[src/rtl/vid_pkg.sv]
// vid_pkg: shared types and helpers for the vid.v index sequence generator.
//   sew_e          : element-width encoding (0=8b, 1=16b, 2=32b, 3=64b)
//   NUM_SEWS       : number of SEW encodings
//   MAX_LANES      : widest byte-lane vector the helpers support (DATA_WIDTH <= 2048)
//   elems_per_beat : elements carried by one beat for a given SEW and beat width
//   be_for_sew     : expands a per-element body mask into per-byte enables
package vid_pkg;

  typedef enum logic [1:0] {
    SEW_8  = 2'd0,
    SEW_16 = 2'd1,
    SEW_32 = 2'd2,
    SEW_64 = 2'd3
  } sew_e;

  localparam int unsigned NUM_SEWS  = 4;
  localparam int unsigned MAX_LANES = 256;

  function automatic int unsigned elems_per_beat(sew_e sew, int unsigned data_width);
    return data_width / (32'd8 << sew);
  endfunction

  // Byte j belongs to element j >> sew, so it inherits that element's body bit.
  function automatic logic [MAX_LANES-1:0] be_for_sew(logic [MAX_LANES-1:0] elem_mask,
                                                      sew_e sew);
    logic [MAX_LANES-1:0] be;
    be = '0;
    for (int unsigned j = 0; j < MAX_LANES; j++) begin
      be[8'(j)] = elem_mask[8'(j >> sew)];
    end
    return be;
  endfunction

endpackage

[src/rtl/vid_seq_gen_if.sv]
// vid_seq_gen_if: request and beat-output bundle of the vid.v sequence generator.
//   request : in_valid/in_ready handshake, in_sew, in_start_idx, in_vl, in_addr
//   output  : out_valid/out_ready handshake, out_vec, out_be, out_addr, out_last
//   status  : err_sew
//   VID_STRIDE_EN defined adds in_base/in_stride (64b each).
// Modports: slave = generator side, master = requester/consumer side.
interface vid_seq_gen_if #(
  parameter int unsigned DATA_WIDTH = 64,
  parameter int unsigned ADDR_WIDTH = 5,
  parameter int unsigned SEW_WIDTH  = 2,
  parameter int unsigned VL_WIDTH   = 12
);

  logic                    in_valid;
  logic                    in_ready;
  logic [SEW_WIDTH-1:0]    in_sew;
  logic [VL_WIDTH-1:0]     in_start_idx;
  logic [VL_WIDTH-1:0]     in_vl;
  logic [ADDR_WIDTH-1:0]   in_addr;
`ifdef VID_STRIDE_EN
  logic [63:0]             in_base;
  logic [63:0]             in_stride;
`endif
  logic                    out_valid;
  logic                    out_ready;
  logic [DATA_WIDTH-1:0]   out_vec;
  logic [DATA_WIDTH/8-1:0] out_be;
  logic [ADDR_WIDTH-1:0]   out_addr;
  logic                    out_last;
  logic                    err_sew;

  modport slave (
`ifdef VID_STRIDE_EN
    input  in_base, in_stride,
`endif
    input  in_valid, in_sew, in_start_idx, in_vl, in_addr, out_ready,
    output in_ready, out_valid, out_vec, out_be, out_addr, out_last, err_sew
  );

  modport master (
`ifdef VID_STRIDE_EN
    output in_base, in_stride,
`endif
    output in_valid, in_sew, in_start_idx, in_vl, in_addr, out_ready,
    input  in_ready, out_valid, out_vec, out_be, out_addr, out_last, err_sew
  );

endinterface

[src/rtl/vid_pipe_stage.sv]
// vid_pipe_stage: one stallable output register stage of the vid.v generator.
//   clk, rst : clock, asynchronous active-high reset (clears every field)
//   adv_i    : pipeline advance; low freezes the stage
//   *_i/*_o  : valid, vec, be, addr, last in and registered out
module vid_pipe_stage #(
  parameter int unsigned DATA_WIDTH = 64,
  parameter int unsigned ADDR_WIDTH = 5
) (
  input  logic                    clk,
  input  logic                    rst,
  input  logic                    adv_i,
  input  logic                    valid_i,
  input  logic [DATA_WIDTH-1:0]   vec_i,
  input  logic [DATA_WIDTH/8-1:0] be_i,
  input  logic [ADDR_WIDTH-1:0]   addr_i,
  input  logic                    last_i,
  output logic                    valid_o,
  output logic [DATA_WIDTH-1:0]   vec_o,
  output logic [DATA_WIDTH/8-1:0] be_o,
  output logic [ADDR_WIDTH-1:0]   addr_o,
  output logic                    last_o
);

  logic                    valid_q;
  logic [DATA_WIDTH-1:0]   vec_q;
  logic [DATA_WIDTH/8-1:0] be_q;
  logic [ADDR_WIDTH-1:0]   addr_q;
  logic                    last_q;

  always_ff @(posedge clk or posedge rst) begin
    if (rst) begin
      valid_q <= 1'b0;
      vec_q   <= '0;
      be_q    <= '0;
      addr_q  <= '0;
      last_q  <= 1'b0;
    end else if (adv_i) begin
      valid_q <= valid_i;
      vec_q   <= vec_i;
      be_q    <= be_i;
      addr_q  <= addr_i;
      last_q  <= last_i;
    end
  end

  assign valid_o = valid_q;
  assign vec_o   = vec_q;
  assign be_o    = be_q;
  assign addr_o  = addr_q;
  assign last_o  = last_q;

endmodule

[src/rtl/vid_seq_gen.sv]
// vid_seq_gen: expands one request (start, vl, SEW, base address) into the full
// run of vid.v index beats, masked past vl, through OUT_STAGES stallable stages.
//   clk, rst : clock, asynchronous active-high reset
//   bus      : vid_seq_gen_if.slave (request handshake, beat output, err_sew)
// Build option: VID_STRIDE_EN defined -> element = in_base + index * in_stride;
// otherwise element = index.
//
// state   | meaning
// IDLE    | in_ready high; waiting for a request
// RUN     | emitting one beat per advancing cycle until the last beat issues
module vid_seq_gen
  import vid_pkg::*;
#(
  parameter int unsigned DATA_WIDTH    = 64,
  parameter int unsigned ADDR_WIDTH    = 5,
  parameter int unsigned SEW_WIDTH     = 2,
  parameter int unsigned VL_WIDTH      = 12,
  parameter bit          ENABLE_64_BIT = 1'b1,
  parameter int unsigned OUT_STAGES    = 2
) (
  input  logic          clk,
  input  logic          rst,
  vid_seq_gen_if.slave  bus
);

  localparam int unsigned NB = DATA_WIDTH / 8;

  typedef enum logic {ST_IDLE, ST_RUN} state_e;

  state_e                state_q, state_d;
  sew_e                  sew_q, sew_d;
  logic [VL_WIDTH-1:0]   idx_q, idx_d;
  logic [VL_WIDTH-1:0]   vl_q, vl_d;
  logic [ADDR_WIDTH-1:0] addr_q, addr_d;
  logic                  err_q, err_d;
`ifdef VID_STRIDE_EN
  logic [63:0]           base_q, base_d;
  logic [63:0]           stride_q, stride_d;
`endif

  logic                  adv;
  logic                  sew_ok;
  logic                  has_beats;
  logic                  last_beat;
  logic [VL_WIDTH:0]     next_idx;
  logic [DATA_WIDTH-1:0] gen_vec;
  logic [NB-1:0]         gen_be;

  logic [OUT_STAGES:0]   st_valid;
  logic [OUT_STAGES:0]   st_last;
  logic [DATA_WIDTH-1:0] st_vec  [OUT_STAGES+1];
  logic [NB-1:0]         st_be   [OUT_STAGES+1];
  logic [ADDR_WIDTH-1:0] st_addr [OUT_STAGES+1];

  // A stalled output freezes the whole chain and the generator with it.
  assign adv       = !(st_valid[OUT_STAGES] && !bus.out_ready);
  assign sew_ok    = !(sew_e'(bus.in_sew) == SEW_64 && !ENABLE_64_BIT);
  assign has_beats = bus.in_start_idx < bus.in_vl;
  // idx_q is the index of the beat's first element; the beat is last once the
  // next beat's first element would already be tail.
  assign next_idx  = {1'b0, idx_q} + (VL_WIDTH+1)'(elems_per_beat(sew_q, DATA_WIDTH));
  assign last_beat = next_idx >= {1'b0, vl_q};

  always_ff @(posedge clk or posedge rst) begin
    if (rst) begin
      state_q  <= ST_IDLE;
      sew_q    <= SEW_8;
      idx_q    <= '0;
      vl_q     <= '0;
      addr_q   <= '0;
      err_q    <= 1'b0;
`ifdef VID_STRIDE_EN
      base_q   <= '0;
      stride_q <= '0;
`endif
    end else begin
      state_q  <= state_d;
      sew_q    <= sew_d;
      idx_q    <= idx_d;
      vl_q     <= vl_d;
      addr_q   <= addr_d;
      err_q    <= err_d;
`ifdef VID_STRIDE_EN
      base_q   <= base_d;
      stride_q <= stride_d;
`endif
    end
  end

  always_comb begin
    state_d  = state_q;
    sew_d    = sew_q;
    idx_d    = idx_q;
    vl_d     = vl_q;
    addr_d   = addr_q;
    err_d    = 1'b0;
`ifdef VID_STRIDE_EN
    base_d   = base_q;
    stride_d = stride_q;
`endif
    case (state_q)
      ST_IDLE: begin
        if (bus.in_valid) begin
          // Empty and illegal requests are consumed here without a beat.
          if (!sew_ok) begin
            err_d = 1'b1;
          end else if (has_beats) begin
            state_d  = ST_RUN;
            sew_d    = sew_e'(bus.in_sew);
            idx_d    = bus.in_start_idx;
            vl_d     = bus.in_vl;
            addr_d   = bus.in_addr;
`ifdef VID_STRIDE_EN
            base_d   = bus.in_base;
            stride_d = bus.in_stride;
`endif
          end
        end
      end
      ST_RUN: begin
        if (adv) begin
          addr_d = addr_q + ADDR_WIDTH'(1);
          if (last_beat) begin
            state_d = ST_IDLE;
          end else begin
            idx_d = next_idx[VL_WIDTH-1:0];
          end
        end
      end
      default: state_d = ST_IDLE;
    endcase
  end

  // Byte-lane generator: byte j is byte (j mod element bytes) of element j >> sew.
  always_comb begin : p_gen
    int unsigned          k;
    int unsigned          bpos;
    logic [63:0]          eidx;
    logic [63:0]          val;
    logic [MAX_LANES-1:0] elem_mask;
    logic [DATA_WIDTH-1:0] raw_vec;
    k         = 0;
    bpos      = 0;
    eidx      = '0;
    val       = '0;
    elem_mask = '0;
    raw_vec   = '0;
    gen_vec   = '0;
    for (int unsigned j = 0; j < NB; j++) begin
      k    = j >> sew_q;
      bpos = j & ((32'd1 << sew_q) - 32'd1);
      eidx = 64'(idx_q) + 64'(k);
`ifdef VID_STRIDE_EN
      val  = base_q + eidx * stride_q;
`else
      val  = eidx;
`endif
      elem_mask[8'(k)]  = eidx < 64'(vl_q);
      raw_vec[j*8 +: 8] = val[bpos*8 +: 8];
    end
    gen_be = NB'(be_for_sew(elem_mask, sew_q));
    for (int unsigned j = 0; j < NB; j++) begin
      gen_vec[j*8 +: 8] = gen_be[j] ? raw_vec[j*8 +: 8] : 8'h00;
    end
  end

  assign st_valid[0] = (state_q == ST_RUN);
  assign st_vec[0]   = gen_vec;
  assign st_be[0]    = gen_be;
  assign st_addr[0]  = addr_q;
  assign st_last[0]  = last_beat;

  for (genvar s = 0; s < OUT_STAGES; s++) begin : g_stage
    vid_pipe_stage #(
      .DATA_WIDTH (DATA_WIDTH),
      .ADDR_WIDTH (ADDR_WIDTH)
    ) u_stage (
      .clk     (clk),
      .rst     (rst),
      .adv_i   (adv),
      .valid_i (st_valid[s]),
      .vec_i   (st_vec[s]),
      .be_i    (st_be[s]),
      .addr_i  (st_addr[s]),
      .last_i  (st_last[s]),
      .valid_o (st_valid[s+1]),
      .vec_o   (st_vec[s+1]),
      .be_o    (st_be[s+1]),
      .addr_o  (st_addr[s+1]),
      .last_o  (st_last[s+1])
    );
  end

  assign bus.in_ready  = (state_q == ST_IDLE);
  assign bus.err_sew   = err_q;
  assign bus.out_valid = st_valid[OUT_STAGES];
  assign bus.out_vec   = st_vec[OUT_STAGES];
  assign bus.out_be    = st_be[OUT_STAGES];
  assign bus.out_addr  = st_addr[OUT_STAGES];
  assign bus.out_last  = st_last[OUT_STAGES];

endmodule

[src/flat_wrapper.sv]
// flat-port wrapper written by rule: the top's interface ports become plain ports
module vid_seq_gen_flat import vid_pkg::*;
#(
  parameter int unsigned DATA_WIDTH    = 64,
  parameter int unsigned ADDR_WIDTH    = 5,
  parameter int unsigned SEW_WIDTH     = 2,
  parameter int unsigned VL_WIDTH      = 12,
  parameter bit          ENABLE_64_BIT = 1'b1,
  parameter int unsigned OUT_STAGES    = 2
)
  (clk, rst, bus_in_valid, bus_in_sew, bus_in_start_idx, bus_in_vl, bus_in_addr, bus_out_ready, bus_in_ready, bus_out_valid, bus_out_vec, bus_out_be, bus_out_addr, bus_out_last, bus_err_sew);
  vid_seq_gen_if #(.DATA_WIDTH(DATA_WIDTH), .ADDR_WIDTH(ADDR_WIDTH), .SEW_WIDTH(SEW_WIDTH), .VL_WIDTH(VL_WIDTH)) bus_i ();
  input  logic clk;
  input  logic rst;
  input wire logic [$bits(bus_i.in_valid)-1:0] bus_in_valid;
  input wire logic [$bits(bus_i.in_sew)-1:0] bus_in_sew;
  input wire logic [$bits(bus_i.in_start_idx)-1:0] bus_in_start_idx;
  input wire logic [$bits(bus_i.in_vl)-1:0] bus_in_vl;
  input wire logic [$bits(bus_i.in_addr)-1:0] bus_in_addr;
  input wire logic [$bits(bus_i.out_ready)-1:0] bus_out_ready;
  output wire logic [$bits(bus_i.in_ready)-1:0] bus_in_ready;
  output wire logic [$bits(bus_i.out_valid)-1:0] bus_out_valid;
  output wire logic [$bits(bus_i.out_vec)-1:0] bus_out_vec;
  output wire logic [$bits(bus_i.out_be)-1:0] bus_out_be;
  output wire logic [$bits(bus_i.out_addr)-1:0] bus_out_addr;
  output wire logic [$bits(bus_i.out_last)-1:0] bus_out_last;
  output wire logic [$bits(bus_i.err_sew)-1:0] bus_err_sew;
  assign bus_i.in_valid = bus_in_valid;
  assign bus_i.in_sew = bus_in_sew;
  assign bus_i.in_start_idx = bus_in_start_idx;
  assign bus_i.in_vl = bus_in_vl;
  assign bus_i.in_addr = bus_in_addr;
  assign bus_i.out_ready = bus_out_ready;
  assign bus_in_ready = bus_i.in_ready;
  assign bus_out_valid = bus_i.out_valid;
  assign bus_out_vec = bus_i.out_vec;
  assign bus_out_be = bus_i.out_be;
  assign bus_out_addr = bus_i.out_addr;
  assign bus_out_last = bus_i.out_last;
  assign bus_err_sew = bus_i.err_sew;
  vid_seq_gen #(.DATA_WIDTH(DATA_WIDTH), .ADDR_WIDTH(ADDR_WIDTH), .SEW_WIDTH(SEW_WIDTH), .VL_WIDTH(VL_WIDTH), .ENABLE_64_BIT(ENABLE_64_BIT), .OUT_STAGES(OUT_STAGES)) u_core (.clk(clk), .rst(rst), .bus(bus_i));
endmodule
[config.mk]
export PLATFORM = sky130hd
export DESIGN_NAME = vid_seq_gen_flat
export DESIGN_NICKNAME = d
export VERILOG_FILES = /design/src/rtl/vid_pkg.sv /design/src/rtl/vid_seq_gen_if.sv /design/src/rtl/vid_pipe_stage.sv /design/src/rtl/vid_seq_gen.sv /design/src/flat_wrapper.sv
export SDC_FILE = /design/constraint.sdc
export NUM_CORES = 1
export LEC_CHECK = 0
export ABC_AREA = 1
export BUFFER_PORTS_ARGS = -buffer_cell sky130_fd_sc_hd__buf_4
export CORE_UTILIZATION = 35
export DETAILED_ROUTE_END_ITERATION = 10
export MAX_ROUTING_LAYER = met4
export SYNTH_ARGS = -nofsm -noshare
export SYNTH_HDL_FRONTEND = slang
export SYNTH_SLANG_ARGS = --single-unit
[constraint.sdc]
create_clock -name clk -period 13.25 [get_ports clk]
set_input_delay 0.6625 -clock clk [delete_from_list [all_inputs] [get_ports clk]]
set_output_delay 0.6625 -clock clk [all_outputs]
set_load 0.05 [all_outputs]
* Word-level counts from Yosys, hierarchy flattened
Cells that the tools add are included.
** Operators by class
- Add/subtract/negate cells :: 11
- Div/mod/pow operators :: 1
- $lt $le $gt $ge :: 26
- Equality and inequality tests :: 4
- Shift operators :: 17
- Muxes and demuxes :: 61
- Bitwise logic cells :: 2
- Reduce and logical (&&, ||, !) cells :: 13
** Operators by type and width (count)
- $bwmux 256 :: 7
- $lt 64x12->1 :: 8
- $add 12x32->33 :: 8
- $and 256x256->256 :: 1
- $shiftx 64x7->8 :: 4
- $shiftx 64x6->8 :: 2
- $shr 3x2->32 const A :: 4
- $lt 8x9->1 const B :: 8
- $bmux 1 s8 :: 8
- $demux 1 s8 :: 8
- $ge 8x1->1 const B :: 8
- $mux 8 :: 8
- $shiftx 64x5->8 :: 1
- $shr 1x2->32 const A :: 2
- $shr 2x2->32 const A :: 2
- $mux 12 :: 4
- $div 7x32->32 const A :: 1
- $shl 4x2->32 const A :: 1
- $pmux 12 s2 :: 1
- $mux 1 :: 20
- $mux 5 :: 3
- $add 12x13->13 :: 1
- $ge 13x12->1 :: 1
- $lt 12x12->1 :: 1
- 12 further kinds :: 23
** Storage, ports and cells
- Register bits after elaboration :: 190
- Input port bits :: 35
- Output and inout port bits :: 81
- Logic and storage cells :: 150

* Depth between registers and ports, before layout
- Depth in word-level cells :: 16
- Gate-level depth with buffers :: 33
- Mapped depth without buffers :: 32

* By module
Synthesis repeated with hierarchy kept, for this count alone.
** Second synthesis, totals
- Cell total of the unflattened synthesis :: 1918
- Area, all modules :: 14138.6 um^2
** By module, submodules not included
- vid_seq_gen :: times used 1, cells each 1248, area each 8167.8 um^2, sequential area each 800.8 um^2
- vid_pipe_stage :: times used 2, cells each 335, area each 2985.4 um^2, sequential area each 1976.9 um^2

* Least setup slack after synthesis
No wires, ideal clock.
- Kind :: reg2reg
- From :: register u_core.sew_q[1]
- To :: register u_core.idx_q[6]
- Setup time :: 0.077 ns
- Arrival :: 4.297 ns
- Data required time :: 13.173 ns
- Setup slack :: 8.875 ns
- Stages on the path, launching flop included :: 27
- Path buffers :: 3
- Clock period less this slack :: 4.375 ns
- Path through :: dfrtp_1 clkinv_1 ha_1 inv_2 buf_2 buf_1 nor2_1 ha_1 a21oi_1 o21ai_0 a21o_1 xor2_1 inv_1 ha_1 nand2_1 nor2_1 nand4_1 nand3_1 a21oi_1 o21ai_0 a21oi_1 nand2_1 nor2_1 o21ai_2 buf_2 nor2_1 a21oi_1
** On the way
- Cells in the longest elaborated chain, start to end :: 6
- Elaborated cells on any way between the ends :: 9
- Classes of those cells :: add/sub: 1; div: 1; order compare: 1; eq/ne: 1; shift: 1; mux: 3; reduce/logical: 1
** RTL lines
- start, declared :: RTL line vid_seq_gen.sv:31 : sew_e sew_q, sew_d;
- start signal, assigned :: RTL line vid_seq_gen.sv:78 : sew_q <= sew_d;
- $shl 4x2->32 (*) :: RTL line vid_pkg.sv:20 : return data_width / (32'd8 << sew);
- $div 7x32->32 (*) :: RTL line vid_pkg.sv:20
- $add 12x13->13 (*) :: RTL line vid_seq_gen.sv:61 : assign next_idx = {1'b0, idx_q} + (VL_WIDTH+1)'(elems_per_beat(sew_q, DATA_WIDTH));
- $ge 13x12->1 / $mux 12 (equally long branches) :: RTL line vid_seq_gen.sv:62, vid_seq_gen.sv:123
- $ne 2x2->1 (no line) / $mux 12 (equally long branches)
- $reduce_and 4->1 (no line) / $pmux 12 s2 (equally long branches)
- end signal, assigned :: RTL line vid_seq_gen.sv:79 : idx_q <= idx_d;
- end, declared :: RTL line vid_seq_gen.sv:32 : logic [VL_WIDTH-1:0] idx_q, idx_d;
Mark *: on every way between the ends. The rest lies on a longest branch, timed or not. The select of a mux whose other input is x is not followed.
A chain may end at the register's enable or synchronous reset.

* Worst setup path after layout
- From :: register u_core.sew_q[1]
- To :: register u_core.g_stage[0].u_stage.vec_q[60]
** On the way
- Cells in the longest elaborated chain, start to end :: 16
- Elaborated cells on any way between the ends :: 78
- Classes of those cells :: add/sub: 9; order compare: 24; shift: 10; mux: 26; bitwise: 1; reduce/logical: 8
** RTL lines
- branches (longest 15 deep; another with $lt 64x12->1)
- $mux 8 (*) :: RTL line vid_seq_gen.sv:163 : gen_vec[j*8 +: 8] = gen_be[j] ? raw_vec[j*8 +: 8] : 8'h00;
- end signal, assigned :: RTL line vid_pipe_stage.sv:39 : vec_q <= vec_i;
- end, declared :: RTL line vid_pipe_stage.sv:25 : logic [DATA_WIDTH-1:0] vec_q;
Every way passes the cells marked *. The select of a mux whose other input is x is not followed.

==> flow_summary.json <==
{
  "status": "completed",
  "fmax_ghz": 0.165,
  "antenna_found_initial": 1,
  "crit_arrival_ns": 6.45,
  "grt_pass1_vias": 11800,
  "numCtsBuffers": 17,
  "maxCapViolCount": 0,
  "dieWidth_um": 198,
  "rows": 71,
  "gp_congestion": 0.989,
  "postCtsSetupRepairBufs": 0,
  "drc": 0,
  "criticalPathCategory": "register to register",
  "ys_types": 56,
  "start_util": 0.356,
  "syn_area_um2": 13400,
  "grt_pass1_wl_mm": 67.0,
  "clock_latency_ns": 0.46,
  "cts_root_buffer": "clkbuf_16",
  "hold_violations": 0,
  "drive_above_1_share": 0.129,
  "synthCells": 1747,
  "yosys_warnings": 0,
  "final_cell_mix": "nand2_1 (562), dfrtp_1 (190), inv_1 (179)",
  "rsz0062_at_grt": "false",
  "worstRegToRegCells": 24,
  "min_period_over_period": 0.458,
  "yosysSeqAreaShare": 0.355,
  "htreeDepth": 4,
  "async_flop_share": 1.00,
  "cts_max_path_buffers": 2,
  "stdcell_count": 2357,
  "wire_per_inst_um": 18.3,
  "synth_edf_count": 0,
  "avgSynthCellArea_um2": 7.67,
  "area_delta_synth_final_pct": 14.3,
  "synth_seq_cells": 190,
  "vias": 11900,
  "critPathSlowestCell": "dfrtp_1",
  "slew_headroom": 0.374,
  "drtAntennaViolNets": 0,
  "critPathTopFamily": "adder cells",
  "regToRegStartpoint": "u_core.sew_q[1]",
  "start_kind": "register",
  "grtUsageTotal": 0.234,
  "drt-pass1-iter-count": 5,
  "tightest_slew_ns": 0.938,
  "fin_crit_ns": 6.07,
  "cp_cell_sequence": "clkinv_1, ha_1, buf_4, nor2_1, inv_1, ha_1, fa_1, nand3_1, nand2_2, nand2_1, xor2_1, inv_1, ha_1, nand2_1, o21ai_0, a21oi_2, nand3_1, nand3_1, nand2_2, o21ai_2, o21ai_2, a21oi_4, nand3_1, nand2_1",
  "vias_per_cell": 5.03,
  "cts_tree": "yes",
  "grt_max_degree": 124,
  "end_kind": "register",
  "critPathMaxStageDelay_ns": 0.82,
  "whs_ns": 0.354,
  "dieArea_um2": 39100,
  "finalClockSkew_ns": 0.0207,
  "layout_commonest_cell": "nand2_1",
  "place_hpwl_mm": 31.8,
  "crit_fanout": 20,
  "core_um2": 37700,
  "critPathMostFrequentCell": "nand3_1",
  "fill_cells": 3937,
  "cts_resized": 0,
  "finalMaxSlewViolations": 0,
  "final_nets": 2018,
  "hold_path.class": "input port to async pin",
  "synth_nets": 1933,
  "setup_tns_ns": 0,
  "critPathBufInv": 4,
  "dieHeight_um": 198,
  "clkSlewWorstSetupHoldPaths_ns": 0.08,
  "ys.flop_type": "dfrtp_1",
  "pin_count": 116,
  "r2r-end": "u_core.g_stage[0].u_stage.vec_o[60]",
  "r2r_slack_ns": 7.18,
  "grt.overflow.total": 0,
  "wl_mm": 43.1,
  "postCtsHoldBufs": 0,
  "fin_util": 0.407,
  "drt_iter0_markers": 887,
  "dp.cells": 2324,
  "cp.required_ns": 13.64,
  "setup-violations-final": 0,
  "io_buffers": 114,
  "cts.sinks": 190
}
==> logic make-up (layout without fill, tap and decap cells) <==
logic type                 after synthesis  in the layout  share of synthesized area
muxes                                    2              2                    0.00149
AOI/OAI and AO/OA                      268            268                      0.117
DFF                                    190            190                      0.355
other                                    1              2                   0.000280
buffers and inverters                  259            357                     0.0768
xor gates and xnor gates                81             81                     0.0530
and+or+nand+nor                        795            795                      0.252
adders and majority gates              151            151                      0.144
==> synthesized netlist by cell type (17+ instances only) <==
cell type	count	area [um2]
nand3_1	73	365
ha_1	146	1830
o21ai_0	91	455
a21oi_1	78	390
inv_1	181	679
o21ai_1	21	105
o21ai_2	18	158
dfrtp_1	190	4750
o22ai_1	20	125
clkbuf_1	36	135
nor2_1	88	330
xor2_1	73	639
nand2_1	562	2110
nand4_1	17	106
==> area by class of cell <==
cell class                 count  area (um2)  share of cell area
inverter                     198         754              0.0493
clock inverter                12         135             0.00882
multi-input combinational   1298        7620               0.498
tap                          511         639              0.0417
clock buffer                  20         457              0.0298
timing repair buffer         127         953              0.0622
antenna                        1        2.50            0.000163
sequential                   190        4750               0.310
==> layer usage <==
| metal | GRT usage | part of all wire | vias to the layer above |
|---|---|---|---|
| met5 | - | 0 | - |
| met4 | 0.0907 | 0.033 | 0 |
| met3 | 0.0478 | 0.066 | 66 |
| met2 | 0.353 | 0.44 | 383 |
| met1 | 0.308 | 0.46 | 5580 |
| li1 | - | - | 5823 |
==> through the flow <==
| step | instance area (um2) | setup slack [ns] |
|---|---|---|
| after floorplan | 13400 | 7.42 |
| after global placement | 14700 | 7.45 |
| after detailed placement | 14700 | 7.33 |
| after CTS | 15300 | 7.31 |
| after global routing | 15300 | 6.50 |
| final | 15300 | 7.18 |
==> registers in the layout (all words and copies together) (netlist names) <==
| register | count |
|---|---|
| u_core.g_stage.u_stage.be_o | 16 |
| u_core.g_stage.u_stage.last_o | 2 |
| u_core.state_q | 1 |
| u_core.g_stage.u_stage.addr_o | 10 |
| u_core.addr_q | 5 |
| u_core.vl_q | 12 |
| u_core.idx_q | 12 |
| u_core.g_stage.u_stage.valid_o | 2 |
| u_core.sew_q | 2 |
| u_core.g_stage.u_stage.vec_o | 128 |
==> worst max-delay path by stage <==
stage,endpoint,from,cells past startpoint,slack [ns]
after global routing,u_core.idx_q[7],u_core.sew_q[1],23,6.50
after global placement,u_core.idx_q[4],u_core.sew_q[1],22,7.45
after detailed placement,u_core.g_stage[0].u_stage.vec_o[58],u_core.sew_q[1],24,7.33
after floorplan,u_core.addr_q[0],rst,1,7.42
final,u_core.g_stage[0].u_stage.vec_o[60],u_core.sew_q[1],24,7.18
after CTS,u_core.g_stage[0].u_stage.vec_o[58],u_core.sew_q[1],24,7.31
Power is not shown: default switching activity piles up to over one toggle a cycle in this logic, so the estimate is an artifact.
